File: config.mk
export PLATFORM = sky130hd
export DESIGN_NAME = bcd2bin_flat
export DESIGN_NICKNAME = d
export VERILOG_FILES = /design/src/rtl/bcd2bin_if.sv /design/src/rtl/bcd2bin.sv /design/src/flat_wrapper.sv
export SDC_FILE = /design/constraint.sdc
export NUM_CORES = 1
export LEC_CHECK = 0
export CORE_MARGIN = 2
export CORE_UTILIZATION = 45
export DETAILED_ROUTE_END_ITERATION = 7
export PLACE_DENSITY = 0.73
export SYNTH_ARGS = -nofsm -noshare
export SYNTH_HDL_FRONTEND = slang
export SYNTH_SLANG_ARGS = --single-unit
File: constraint.sdc
create_clock -name clk -period 3.5 [get_ports clk]
set_input_delay 0.7 -clock clk [delete_from_list [all_inputs] [get_ports clk]]
set_output_delay 0.7 -clock clk [all_outputs]
set_load 0.1 [all_outputs]
File: src/rtl/bcd2bin_if.sv
// Handshake and result bundle between a bcd2bin converter and its requester.
interface bcd2bin_if #(
  parameter int BCD_N = 4,
  parameter int BIN_N = 14
);
  logic                 start;
  logic                 sign;
  logic [4*BCD_N-1:0]   bcd;
  logic                 ready;
  logic                 done_tick;
  logic [BIN_N-1:0]     bin;
  logic                 sign_out;
  logic                 e_digit;
  logic                 e_of;

  modport master (
    output start, sign, bcd,
    input  ready, done_tick, bin, sign_out, e_digit, e_of
  );

  modport slave (
    input  start, sign, bcd,
    output ready, done_tick, bin, sign_out, e_digit, e_of
  );
endinterface

File: src/rtl/bcd2bin.sv
// Sequential signed BCD to sign-magnitude binary decoder, one digit per cycle.
// done_tick BCD_N cycles after an accepted start; start is ignored while ready=0.
module bcd2bin #(
  parameter int BCD_N = 4,
  parameter int BIN_N = 14
) (
  input  logic      clk,
  input  logic      reset_n,
  bcd2bin_if.slave  bus
);
  localparam int CNT_W = $clog2(BCD_N + 1);
  localparam int ACC_W = BIN_N + 4;

  typedef enum logic [1:0] {IDLE, OP, DONE} state_t;

  state_t               state, state_nxt;
  logic [4*BCD_N-1:0]   dig_sr;
  logic [ACC_W-1:0]     acc;
  logic [CNT_W-1:0]     cnt;
  logic                 sign_reg;
  logic                 err_digit;
  logic                 err_of;

  logic [BIN_N-1:0]     bin_q;
  logic                 sign_out_q;
  logic                 e_digit_q;
  logic                 e_of_q;

  logic [3:0]           d;
  logic [ACC_W-1:0]     acc_calc;
  logic [ACC_W-1:0]     acc_nxt;
  logic                 err_digit_nxt;
  logic                 err_of_nxt;
  logic [BIN_N-1:0]     bin_final;

  logic                 rdy;
  logic                 done;
  logic                 ld;
  logic                 step;
  logic                 fin;

  // Digit datapath: acc*10 + d, frozen at its last in-range value once it overflows.
  always_comb begin
    d             = dig_sr[4*BCD_N-1 -: 4];
    acc_calc      = (acc << 3) + (acc << 1) + {{(ACC_W-4){1'b0}}, d};
    err_digit_nxt = err_digit | (d > 4'd9);
    err_of_nxt    = err_of | (acc_calc[ACC_W-1:BIN_N] != '0);
    acc_nxt       = err_of_nxt ? acc : acc_calc;
    if (err_digit_nxt) begin
      bin_final = '0;
    end else if (err_of_nxt) begin
      bin_final = '1;
    end else begin
      bin_final = acc_calc[BIN_N-1:0];
    end
  end

  always_ff @(posedge clk or negedge reset_n) begin
    if (!reset_n) begin
      state <= IDLE;
    end else begin
      state <= state_nxt;
    end
  end

  always_comb begin
    state_nxt = state;
    rdy       = 1'b0;
    done      = 1'b0;
    ld        = 1'b0;
    step      = 1'b0;
    fin       = 1'b0;
    case (state)
      IDLE: begin
        rdy = 1'b1;
        if (bus.start) begin
          ld        = 1'b1;
          state_nxt = OP;
        end
      end
      OP: begin
        step = 1'b1;
        if (cnt == CNT_W'(1)) begin
          fin       = 1'b1;
          state_nxt = DONE;
        end
      end
      DONE: begin
        done      = 1'b1;
        state_nxt = IDLE;
      end
      default: state_nxt = IDLE;
    endcase
  end

  always_ff @(posedge clk or negedge reset_n) begin
    if (!reset_n) begin
      dig_sr     <= '0;
      acc        <= '0;
      cnt        <= '0;
      sign_reg   <= 1'b0;
      err_digit  <= 1'b0;
      err_of     <= 1'b0;
      bin_q      <= '0;
      sign_out_q <= 1'b0;
      e_digit_q  <= 1'b0;
      e_of_q     <= 1'b0;
    end else if (ld) begin
      dig_sr    <= bus.bcd;
      sign_reg  <= bus.sign;
      acc       <= '0;
      err_digit <= 1'b0;
      err_of    <= 1'b0;
      cnt       <= CNT_W'(BCD_N);
    end else if (step) begin
      dig_sr    <= dig_sr << 4;
      acc       <= acc_nxt;
      err_digit <= err_digit_nxt;
      err_of    <= err_of_nxt;
      cnt       <= cnt - 1'b1;
      // Results only move on the final digit so bin never shows a partial sum.
      if (fin) begin
        bin_q      <= bin_final;
        sign_out_q <= sign_reg & (|bin_final);
        e_digit_q  <= err_digit_nxt;
        e_of_q     <= ~err_digit_nxt & err_of_nxt;
      end
    end
  end

  assign bus.ready     = rdy;
  assign bus.done_tick = done;
  assign bus.bin       = bin_q;
  assign bus.sign_out  = sign_out_q;
  assign bus.e_digit   = e_digit_q;
  assign bus.e_of      = e_of_q;
endmodule

File: src/flat_wrapper.sv
// flat-port wrapper written by rule: the top's interface ports become plain ports
module bcd2bin_flat 
#(
  parameter int BCD_N = 4,
  parameter int BIN_N = 14
)
  (clk, reset_n, bus_start, bus_sign, bus_bcd, bus_ready, bus_done_tick, bus_bin, bus_sign_out, bus_e_digit, bus_e_of);
  bcd2bin_if #(.BCD_N(BCD_N), .BIN_N(BIN_N)) bus_i ();
  input  logic clk;
  input  logic reset_n;
  input wire logic [$bits(bus_i.start)-1:0] bus_start;
  input wire logic [$bits(bus_i.sign)-1:0] bus_sign;
  input wire logic [$bits(bus_i.bcd)-1:0] bus_bcd;
  output wire logic [$bits(bus_i.ready)-1:0] bus_ready;
  output wire logic [$bits(bus_i.done_tick)-1:0] bus_done_tick;
  output wire logic [$bits(bus_i.bin)-1:0] bus_bin;
  output wire logic [$bits(bus_i.sign_out)-1:0] bus_sign_out;
  output wire logic [$bits(bus_i.e_digit)-1:0] bus_e_digit;
  output wire logic [$bits(bus_i.e_of)-1:0] bus_e_of;
  assign bus_i.start = bus_start;
  assign bus_i.sign = bus_sign;
  assign bus_i.bcd = bus_bcd;
  assign bus_ready = bus_i.ready;
  assign bus_done_tick = bus_i.done_tick;
  assign bus_bin = bus_i.bin;
  assign bus_sign_out = bus_i.sign_out;
  assign bus_e_digit = bus_i.e_digit;
  assign bus_e_of = bus_i.e_of;
  bcd2bin #(.BCD_N(BCD_N), .BIN_N(BIN_N)) u_core (.clk(clk), .reset_n(reset_n), .bus(bus_i));
endmodule
* Yosys cells after proc, flatten, opt, wreduce, memory -nomap -nowiden *
Index checks and enable logic that the tools add are counted.

operators by class
  add/subtract/negate cells = 3
  order comparisons = 1
  equality and inequality tests = 6
  mux-type cells = 23
  bitwise logic cells = 6
  reduce and logical (&&, ||, !) cells = 7

operators with widths
  kind                   count
  $mux W17               3
  $mux W16               2
  $mux W14               2
  $add A18 B18 Y18       1
  $add A18 B4 Y18        1
  $reduce_or A14 Y1      1
  $mux W1                11
  $mux W3                2
  $gt A4 B4 Y1 const B   1
  $mux W2                2
  $ne A2 B2 Y1 const B   2
  $pmux W2 S2            1
  $reduce_and A2 Y1      2
  $reduce_bool A4 Y1     1
  $eq A3 B1 Y1 const B   1
  $reduce_and A3 Y1      1
  $sub A3 B1 Y3 const B  1
  $and A1 B1 Y1          2
  $eq A2 B1 Y1 const B   1
  $eq A2 B2 Y1 const B   1
  $logic_not A2 Y1       1
  $ne A2 B1 Y1 const B   1
  $not A1 Y1             2
  $or A1 B1 Y1           2
  $reduce_bool A2 Y1     1

word-level totals
  register bits = 58
  logic and storage cells = 57

* Longest topological paths before layout *
  depth in word-level cells = 8
  mapped depth = 13
  mapped depth without buffers = 11

* Least setup slack after synthesis *
Ideal clock, no wire load.

  kind = reg-to-reg
  start point = reg u_core.acc[0]
  end point = reg u_core.acc[2]
  arrival = 3140 ps
  path slack = 233 ps
  stages on the path, launching flop included = 13
  period minus slack after synthesis = 3267 ps
  path through = dfrtp_1 inv_1 fa_1 inv_1 fa_1 a21oi_1 o22a_1 a32oi_1 or3_1 and3_1 nor4_2 buf_6 mux2_1

between the ends
  longest elaborated chain between the ends = 6

ends and longest elaborated chain
  element                             line            RTL
  from (decl)                         bcd2bin.sv:18   logic [ACC_W-1:0] acc;
  from (signal assigned)              bcd2bin.sv:117  acc <= acc_nxt;
  $add A18 B18 Y18 (*)                bcd2bin.sv:45   acc_calc = (acc << 3) + (acc << 1) + {{(ACC_W-4){1'b0}}, d};
  $add A18 B4 Y18 (*)                 bcd2bin.sv:45
  $reduce_bool A4 Y1                  bcd2bin.sv:47   err_of_nxt = err_of | (acc_calc[ACC_W-1:BIN_N] != '0);
  $or A1 B1 Y1                        bcd2bin.sv:47
  $ne A2 B2 Y1 (no source line)       --
  $reduce_and A2 Y1 (no source line)  --

Every way passes the cells marked *; elsewhere a longest branch is shown, timed or not. The select of a mux whose other input is x is not followed.
A chain may end at the register's enable or synchronous reset.

* Worst setup path in the final report *
  start point = reg u_core.acc[2]
  end point = reg u_core.acc[13]

Same word-level chain as after synthesis.

==> results.md <==
- Yosys top cell area share: 41.16%
- Asr flop ratio synth: 100.0%
- CORE AREA: 7647 um2
- Vias in the first global route: 2936
- Outcome: finished clean
- Die ar.: 8559 um2
- CTS tree: built
- Worst-skew pair later-pin latency: 340 ps
- Largest net degree at the start of global routing: 29
- Layout cells sized above 1: 11.62%
- Most common cell in the netlist: nand2_1
- Yosys top cell by area: dfrtp_1
- Syn Nets: 420
- Clk buf depth: 2
- CP Buf/Inv Count: 3
- Slew @ Worst Pin: 995.3 ps
- Boundary Pins: 39
- Drc violations: 0
- Maximum clock rate: 301.4 MHz
- Crit path cell chain: inv_1 -> fa_1 -> inv_1 -> fa_2 -> a21oi_2 -> o22a_1 -> a32oi_2 -> or3_4 -> and3_2 -> nor4_4 -> buf_6 -> mux2i_1
- Worst Hold Class: in -> async
- Worst Setup End Kind: register
- Final min period: 3318 ps
- Routed length on met3: 628 um
- DR iter-0 viols: 194
- 1st-pass router iterations: 4
- Filler instances: 661
- Number of H-tree levels: 3
- Cts bufs inserted: 9
- Leakage power total: 0.001948 uW
- Total gr overflow: 0
- Vias: 2921
- DR top layer: met4
- Clk_skew: 9.556 ps
- Global placer's final weighted congestion: 0.9443
- WL final: 8635 um
- # Max-Cap Violations: 0
- Largest stage delay, worst path: 500 ps
- Number of synthesized flops with an enable pin: 0
- VDD IR-drop max: 512.9 uV
- DP Worst Slack: 108.0 ps
- Initial Utilization: 46.11%
- Post-Syn Area: 3526 um2
- Final setup margin: 181.8 ps
- Reg with most FFs: u_core.acc
- Drt wl/cell: 16.77 um
- Top cell family by delay on the critical path: simple AND/OR/NAND/NOR gates
- Setup TNS: 0 ps
- Die extent in x: 92.52 um
- Synth cell count leaders: 71 x nand2_1, 58 x dfrtp_1, 32 x ha_1
- Tot GR Track Use: 21.25%
- CTS Sinks: 58
- Top_reg_cell synth: dfrtp_1
- Mean post-synth cell area: 9.634 um2
- Worst-path maximum fanout: 10
- # rows: 32
- Die Height: 92.52 um
- Root buf cell: clkbuf_8
- Final period util: 94.80%
- DRT met1 WL: 3683 um
- Final hold viol count: 0
- Final slew viol count: 0
- Max reg flops: 17
- Area of the multi-input gates: 1936 um2
- Via-to-Cell Ratio: 5.672
- CP arrival: 3570 ps
- Routed length on met2: 4176 um
- Yosys warnings: 0
- Worst Setup Start Kind: register
- IO buf count: 38
- Initial antenna violation count: 0
- Synthesized flop and latch total: 58
- Count of cell types in the netlist: 57
- Area delta synth->final: 20.83%
- Final setup violating endpoints: 0
- Top cells by area, synth: dfrtp_1 41%, ha_1 11%, nand2_1 7.6%
- Non-Filler Instances: 515
- N_diodes: 0
- Fin nets: 464
- ANT nets after route: 0
- Post-DP HPWL: 6344 um
- Critical path class: reg -> reg
- Mapped Cells: 366
- Placed cell count: 498
- Power Density: 1038 nW/um2
- Most used cell, CP: inv_1
- Worst EP required: 3750 ps
- Sequential cell area: 1451 um2
- Cts hold-fix bufs: 0
- Sequential element share of the synthesized area: 41.16%
- Global-route wire length before repair: 14230 um
- Slew HR: 33.44%
- Slowest cell on the critical path: fa_1
- Clock-pin slew on the worst setup and hold paths: 60 ps
==> where the power goes <==
group / leakage, uW / switching (uW) / internal (uW)
Clock: 0.000101 / 252 / 357
Combinational: 0.00110 / 1820 / 884
Sequential: 0.000745 / 179 / 931
==> cell families (layout without fill, tap and decap cells) <==
| family | Yosys count | count (layout) | synth area share [%] |
|---|---|---|---|
| xor gates and xnor gates | 14 | 14 | 3.477 |
| adders and majority gates | 34 | 34 | 12.49 |
| DFF | 58 | 58 | 41.16 |
| muxes | 15 | 15 | 4.294 |
| and+or+nand+nor | 129 | 129 | 17.00 |
| buffers and inverters | 37 | 84 | 4.933 |
| AOI/OAI and AO/OA | 79 | 79 | 16.64 |
==> placed cells by master, fill, tap and decap left out, types with 5 or more instances in the layout <==
master,netlist,final
a21oi_1,13,12
nor2_1,12,12
nand4_1,5,5
nor3_1,5,5
clkdlybuf4s50_1,0,35
o21ai_0,14,14
a22oi_1,15,15
o211ai_1,8,8
buf_4,1,15
clkbuf_8,0,11
ha_1,32,32
nand3_1,12,12
xnor2_1,10,10
inv_1,17,17
nand2_1,71,71
mux2i_1,14,14
dfrtp_1,58,58
==> layout make-up <==
| type | count | area share (%) |
|---|---|---|
| Sequential cell | 58 | 34.07 |
| Clock inverter | 3 | 0.9398 |
| Inverter | 17 | 1.498 |
| Tap cell | 102 | 2.996 |
| Timing Repair Buffer | 53 | 11.51 |
| Clock buffer | 11 | 3.554 |
| Multi-Input combinational cell | 271 | 45.43 |
==> path summary, 6_finish.rpt <==
path,end,depth (start not counted),slack (ps),startpoint
setup / recovery,u_core.acc[13],12,180,u_core.acc[2]
hold / removal,u_core.dig_sr[3],1,370,reset_n
setup reg to reg,u_core.acc[13],12,180,u_core.acc[2]
hold reg to reg,u_core.dig_sr[8],2,480,u_core.dig_sr[8]
max in group asynchronous,u_core.bus.bin[4],2,2360,reset_n
min in group clk,u_core.dig_sr[8],2,480,u_core.dig_sr[8]
==> metrics by stage <==
stage	total power [uW]	hold WS, ps	instance area, um2	util (%)
floorplan	3078	404.4	3526	-
global placement	3671	460.7	4013	52.47
detailed placement	3715	467.8	4013	52.47
CTS	4358	390.9	4204	54.97
global route	4711	417.2	4260	55.71
finish	4421	374.1	4260	55.71
==> metal layers <==
| layer | up-vias | GRT usage, % |
|---|---|---|
| li1 | 1389 | - |
| met1 | 1415 | 27.52 |
| met2 | 102 | 34.25 |
| met3 | 15 | 6.509 |
| met4 | 0 | 6.468 |
| met5 | - | 0 |
==> what timing repair did <==
item,CTS,global route
buffers inserted,0,3
setup endpoints to repair,0,31
resized for setup,0,8
Power figures use the tool's default switching activity.
